## config.mk

```make
export PLATFORM = sky130hd
export DESIGN_NAME = dram_image_sequencer
export DESIGN_NICKNAME = d
export VERILOG_FILES = /design/src/rtl/dram_image_sequencer.sv
export SDC_FILE = /design/constraint.sdc
export NUM_CORES = 1
export LEC_CHECK = 0
export CAP_MARGIN = 20
export CORE_MARGIN = 1
export CORE_UTILIZATION = 53
export DETAILED_ROUTE_END_ITERATION = 8
export PLACE_DENSITY = 0.88
export SLEW_MARGIN = 15
export SYNTH_ARGS = -nofsm -noshare
export SYNTH_HDL_FRONTEND = slang
export SYNTH_SLANG_ARGS = --single-unit
export TNS_END_PERCENT = 5
```

## constraint.sdc

```tcl
create_clock -name clka -period 4.3 [get_ports clka]
set_clock_uncertainty 0.15 [all_clocks]
set_input_delay 0.86 -clock clka [delete_from_list [all_inputs] [get_ports clka]]
set_output_delay 0.86 -clock clka [all_outputs]
set_load 0.005 [all_outputs]
```

## src/rtl/dram_image_sequencer.sv

```systemverilog
// Host sequencer for the downsampling CPU DRAM port: load, run, read back.
// Optional checksums are built only when SEQ_CHECKSUM_EN is defined.
module dram_image_sequencer #(
  parameter int ADDR_W    = 16,
  parameter int IMG_BYTES = 65536,
  parameter int OUT_BASE  = 0,
  parameter int OUT_BYTES = 16384
) (
  input  logic              clka,
  input  logic              rst,
  input  logic              start,
  input  logic [7:0]        s_data,
  input  logic              s_valid,
  output logic              s_ready,
  output logic [7:0]        m_data,
  output logic              m_valid,
  input  logic              m_ready,
  output logic [7:0]        data_in,
  output logic [ADDR_W-1:0] add_in,
  output logic              data_write,
  output logic              data_read,
  output logic              selection,
  output logic              enable,
  input  logic              finish,
  input  logic [7:0]        data_out,
  output logic              busy,
  output logic              done,
  output logic [15:0]       load_sum,
  output logic [15:0]       out_sum
);

  typedef enum logic [2:0] {
    IDLE, LOAD, LOAD_END, RUN, RD_REQ, RD_WAIT, SEND, DONE
  } state_t;

  localparam logic [ADDR_W:0] IMG_LAST =
    (ADDR_W+1)'(IMG_BYTES - 1);
  localparam logic [ADDR_W:0] OUT_LAST =
    (ADDR_W+1)'(OUT_BYTES > 0 ? OUT_BYTES - 1 : 0);
  localparam logic [ADDR_W-1:0] RD_BASE =
    (ADDR_W)'(OUT_BASE);

  state_t            state;
  // One extra bit so a full 2^ADDR_W image does not wrap early
  logic [ADDR_W:0]   wr_addr;
  logic [ADDR_W:0]   rd_cnt;
  logic [ADDR_W-1:0] rd_addr;

  always_ff @(posedge clka or posedge rst) begin
    if (rst) begin
      state      <= IDLE;
      s_ready    <= 1'b0;
      m_valid    <= 1'b0;
      m_data     <= '0;
      data_in    <= '0;
      add_in     <= '0;
      data_write <= 1'b0;
      data_read  <= 1'b0;
      selection  <= 1'b0;
      enable     <= 1'b0;
      busy       <= 1'b0;
      done       <= 1'b0;
      wr_addr    <= '0;
      rd_cnt     <= '0;
      rd_addr    <= '0;
`ifdef SEQ_CHECKSUM_EN
      load_sum   <= '0;
      out_sum    <= '0;
`endif
    end else begin
      data_write <= 1'b0;
      data_read  <= 1'b0;
      case (state)
        IDLE, DONE: begin
          if (start) begin
            state   <= LOAD;
            s_ready <= 1'b1;
            busy    <= 1'b1;
            done    <= 1'b0;
            wr_addr <= '0;
            rd_cnt  <= '0;
            rd_addr <= RD_BASE;
`ifdef SEQ_CHECKSUM_EN
            load_sum <= '0;
            out_sum  <= '0;
`endif
          end
        end
        LOAD: begin
          if (s_valid && s_ready) begin
            data_in    <= s_data;
            add_in     <= wr_addr[ADDR_W-1:0];
            data_write <= 1'b1;
            wr_addr    <= wr_addr + 1'b1;
`ifdef SEQ_CHECKSUM_EN
            load_sum   <= load_sum + {8'h00, s_data};
`endif
            if (wr_addr == IMG_LAST) begin
              s_ready <= 1'b0;
              state   <= LOAD_END;
            end
          end
        end
        LOAD_END: begin
          selection <= 1'b1;
          enable    <= 1'b1;
          state     <= RUN;
        end
        RUN: begin
          if (finish) begin
            enable    <= 1'b0;
            selection <= 1'b0;
            rd_addr   <= RD_BASE;
            rd_cnt    <= '0;
            if (OUT_BYTES == 0) begin
              state <= DONE;
              busy  <= 1'b0;
              done  <= 1'b1;
            end else begin
              state     <= RD_REQ;
              add_in    <= RD_BASE;
              data_read <= 1'b1;
            end
          end
        end
        RD_REQ: state <= RD_WAIT;
        RD_WAIT: begin
          m_data  <= data_out;
          m_valid <= 1'b1;
          state   <= SEND;
        end
        SEND: begin
          if (m_ready) begin
            m_valid <= 1'b0;
`ifdef SEQ_CHECKSUM_EN
            out_sum <= out_sum + {8'h00, m_data};
`endif
            if (rd_cnt == OUT_LAST) begin
              state <= DONE;
              busy  <= 1'b0;
              done  <= 1'b1;
            end else begin
              rd_cnt    <= rd_cnt + 1'b1;
              rd_addr   <= rd_addr + 1'b1;
              add_in    <= rd_addr + 1'b1;
              data_read <= 1'b1;
              state     <= RD_REQ;
            end
          end
        end
        default: state <= IDLE;
      endcase
    end
  end

`ifndef SEQ_CHECKSUM_EN
  assign load_sum = '0;
  assign out_sum  = '0;
`endif

endmodule
```

## Yosys cells after proc, flatten, opt, wreduce, memory -nomap -nowiden

Cells that the tools add are included.

- Flip-flop bits (word level): 92
- Bits in latches: 0
- Bits in writable memories: 0
- ROM bits: 0
- Bits of input ports: 22
- Output and inout port bits: 72
- Memories kept: 0

- Add/sub/neg operators: 3
- $mul: 0
- Divide/modulo/power cells: 0
- Order comparisons: 0
- Equality and inequality tests: 16
- Shift-type cells: 0
- Muxes and demuxes: 42
- Bitwise logic cells: 0
- Reduce and logical (&&, ||, !) cells: 18

Operators with widths:

| cell | count |
|---|---|
| $pmux 16 s3 | 2 |
| $mux 17 | 5 |
| $mux 16 | 5 |
| $pmux 17 s3 | 1 |
| $add 17x1->17 const B | 2 |
| $pmux 17 s2 | 1 |
| $pmux 3 s7 | 1 |
| $eq 17x14->1 const B | 1 |
| $eq 17x16->1 const B | 1 |
| $add 16x1->16 const B | 1 |
| $mux 1 | 15 |
| $mux 3 | 5 |
| $reduce_and 5->1 | 3 |
| $ne 2x2->1 const B | 7 |
| $eq 3x3->1 const B | 4 |
| $pmux 1 s2 | 6 |
| $reduce_and 4->1 | 2 |
| $reduce_bool 2->1 | 4 |
| $eq 3x2->1 const B | 2 |
| $reduce_and 2->1 | 3 |
| $reduce_bool 3->1 | 2 |
| $eq 3x1->1 const B | 1 |
| $logic_not 3->1 | 1 |
| $reduce_and 3->1 | 1 |
| other kinds (3) | 3 |

## Depth between registers and ports, before layout

- Word-level depth: 4
- Mapped depth: 9

## Worst setup path before layout

Ideal clock, no wire load.

- Path kind: input -> register
- From: input port m_ready
- To: register rd_addr[15]
- Arrival time: 1.909 ns
- Required time: 4.074 ns
- Setup slack: 2.165 ns
- Cell stages on the path: 5
- Path buffers: 0
- Cell sequence: nand4b_1 > o221a_1 > o21bai_4 > or4_1 > o21ai_1

- Longest elaborated chain between the ends: 2

RTL lines:

| item | RTL line | RTL |
|---|---|---|
| start: declaration | 17 | `input logic m_ready,` |
| $ne 2x2->1 (no source line) | n/a |  |
| $reduce_and 5->1 (no source line) | n/a |  |
| end signal: assignment | 144 | `rd_addr <= rd_addr + 1'b1;` |
| end: declaration | 47 | `logic [ADDR_W-1:0] rd_addr;` |

Every way passes these cells.
A chain may end at the register's enable or synchronous reset.

## Worst setup path after layout

- From: input port start
- To: register wr_addr[8]

- Longest elaborated chain between the ends: 2

RTL lines:

| item | RTL line | RTL |
|---|---|---|
| start: declaration | 11 | `input logic start,` |
| $ne 2x2->1 (no source line) | n/a |  |
| $reduce_and 3->1 (no source line) | n/a |  |
| end signal: assignment | 94 | `wr_addr <= wr_addr + 1'b1;` |
| end: declaration | 45 | `logic [ADDR_W:0] wr_addr;` |

Every way passes these cells.

==> results.yml <==
synthesis:
  async_flop_share: 1.00
  yosysWarnings: 0
  synth_top_family_by_area: "compound AO/OA/AOI/OAI gates"
  yosys.area_share.adder: 0.00962
  synth_area_per_cell_um2: 9.62
  synth_xor_area_frac: 0.0387
  synthSimpleGateAreaFrac: 0.179
  syn_inst: 541
  synth_compound_area_frac: 0.191
  synth_cell_types: 60
  syn_area_mm2: 0.00520
  ys.flop_type: "dfrtp_1"
  synthMuxAreaShare: 0.0385
  synth-seq-cells: 92
  synth_edf_count: 0
  yosysSeqAreaShare: 0.442
die:
  die_h_um: 101
  dieArea_mm2: 0.0102
  rows: 35
  io-pin-count: 94
  core_mm2: 0.00937
  initial_utilization: 0.555
  die_x_um: 101
power:
  power_switching_mw: 1.04
  finalPower_mw: 2.98
  clkPwrFrac: 0.239
  vdd_drop_max_mv: 0.345
  switching_share: 0.349
  p_leak_nw: 2.47
  cellPowerDensity_mw_per_mm2: 502
  combPwrFrac: 0.359
  p_seq_frac: 0.402
  internal_power_mw: 1.94
setup_path:
  crit_type: "in -> reg"
  crit_arrival_ns: 3.04
  reg2reg_slack_ns: 1.45
  critPathMaxStageDelay_ns: 0.83
  cp-end-kind: "register"
  crit_chain: "clkdlybuf4s50_1 -> and3_1 -> o21ai_1 -> and2_1 -> or3_1 -> a21oi_1"
  crit_family: "compound AO/OA/AOI/OAI gates"
  worstPathRequired_ns: 4.34
  worst-path-buf-inv: 1
  critPathSlowestCell: "o21ai_1"
  cp_max_fo: 11
  cp-start-kind: "input port"
timing:
  final.min_clock_period_ns: 3.00
  max_freq_mhz: 334
  tightest_slew_ns: 1.08
  setup_ws_ns: 1.30
  hold_viol: 0
  rsz0062_at_grt: "no"
  setup_viol: 0
  finalCritPeriodShare: 0.697
  max_slew_margin: 0.278
  fin_setup_tns_ns: 0
  finalMaxSlewViolations: 0
global_route:
  grt_pass1_wl_um: 18900
  grt_pass1_vias: 4022
  track_usage: 0.236
  grt_max_degree: 56
  antenna_found_initial: 0
  gr-total-overflow: 0
route:
  drtPass1Iterations: 5
  via_per_inst: 5.82
  totalWireLength_um: 11400
  wl_per_cell_um: 15.9
  first_iter_violations: 319
  drc: 0
  vias: 4158
  ant_nets: 0
clock_tree:
  cts_post_setup_buffers_inserted: 0
  path_clk_slew_ns: 0.09
  cts-resized-gates: 0
  root_buffer: "clkbuf_8"
  cts_tree: "yes"
  clk-insertion-delay-late_ns: 0.36
  htree_levels: 3
  cts_hold_buffers: 0
  cts.sinks: 92
  cts_buffers: 9
  cts.path.max_buffers: 2
status:
  status: "complete, no violations"
placement:
  place.gp.congestion: 0.857
  dp_hpwl_um: 7670
  portBuffers: 61
  pre_cts_slack_ns: 0.994
worst_hold_path:
  worst_hold_path_type: "reg -> reg"
layout:
  regArea_mm2: 0.00230
  fill_cells: 761
  syn2layout_area_growth_pct: 14.0
  final_common_cell: "dfrtp_1"
  multi_input_area_mm2: 0.00250
  nNetsFinal: 606
  layout_common_cells: "92 x dfrtp_1, 61 x clkdlybuf4s50_1, 47 x nand2_1"
  drive_gt1_frac: 0.130
  diodes: 0
job:
  maxCapViolCount: 0
==> final timing paths <==
path | startpoint | end | depth (start not counted)
max in group asynchronous | rst | wr_addr[14]$_DFFE_PP0P_ | 3
hold / removal | add_in[10]$_DFFE_PP0P_ | add_in[10]$_DFFE_PP0P_ | 2
setup reg to reg | state[0]$_DFFE_PP0P_ | add_in[15]$_DFFE_PP0P_ | 5
hold reg to reg | add_in[10]$_DFFE_PP0P_ | add_in[10]$_DFFE_PP0P_ | 2
min in group asynchronous | rst | enable$_DFFE_PP0P_ | 2
setup / recovery | start | wr_addr[8]$_DFFE_PP0P_ | 6
==> per-stage QoR <==
step	hold WS, ns	utilization	instances	instance area [um^2]
after global routing	0.357	0.633	714	5930
after CTS	0.340	0.631	713	5910
after global placement	0.314	0.605	697	5670
final	0.336	0.633	714	5930
after floorplan	0.324	-	572	5320
after detailed placement	0.320	0.605	697	5670
==> power groups by stage <==
stage / registers [mW] / logic [mW] / clock network [mW]
finish: 1.20 / 1.07 / 0.712
floorplan: 1.14 / 0.795 / 0
detailed placement: 1.21 / 1.06 / 0
global placement: 1.20 / 1.03 / 0
CTS: 1.19 / 1.07 / 0.719
global route: 1.22 / 1.17 / 0.744
==> sequential cells by signal, summed over array words and instances (netlist names) <==
signal,cells
rd_cnt,17
wr_addr,17
add_in,16
rd_addr,16
data_in,8
m_data,8
state,3
busy,1
data_read,1
data_write,1
done,1
enable,1
m_valid,1
s_ready,1
==> cell type report <==
class / count / share of cell area
Multi-Input combinational cell: 396 / 0.421
Inverter: 16 / 0.0103
Timing Repair Buffer: 65 / 0.112
Tap cell: 129 / 0.0272
Clock inverter: 6 / 0.0183
Clock buffer: 10 / 0.0232
Sequential cell: 92 / 0.388
==> tightest hold or removal path, stage by stage, from the launching register on <==
cell,delay (ns)
dfrtp_1,0.36
nand2_2,0.05
o21ai_2,0.04
==> per-layer routing <==
layer,GRT usage,share of wire,vias to the layer above
li1,-,-,1943
met1,0.299,0.42,2038
met2,0.407,0.50,156
met3,0.0458,0.053,21
met4,0.0758,0.018,0
met5,0,0,-
==> Yosys cell counts, types with 3 or more instances <==
cell,count,area (um^2)
or3_1,7,43.8
inv_1,16,60.1
xnor2_1,16,140
ha_1,4,50.1
xor2_1,7,61.3
nor3_1,8,40.0
buf_2,15,75.1
a211oi_1,3,22.5
o21ai_2,12,105
dfrtp_1,92,2300
o31ai_1,8,60.1
a22oi_1,9,67.6
a31oi_1,8,50.1
nand2_2,11,68.8
nor2_1,37,139
nand4_1,11,68.8
o21ai_1,17,85.1
a2bb2oi_1,6,52.6
a2111oi_2,3,45.0
a21oi_1,24,120
nand2_1,47,176
buf_6,8,90.1
o21ai_0,34,170
buf_4,34,255
clkbuf_1,9,33.8
and4_1,7,61.3
mux2_2,16,180
nand3_1,26,130
and3_1,8,50.1
==> cell families (layout without fill, tap and decap cells) <==
family	after synthesis	count (layout)
other cells	1	32
compound gates	141	141
xor+xnor	23	23
mux	18	18
buf+inv	84	97
flops	92	92
fa+ha+maj	4	4
simple gates	178	178
Power figures use the tool's default switching activity.
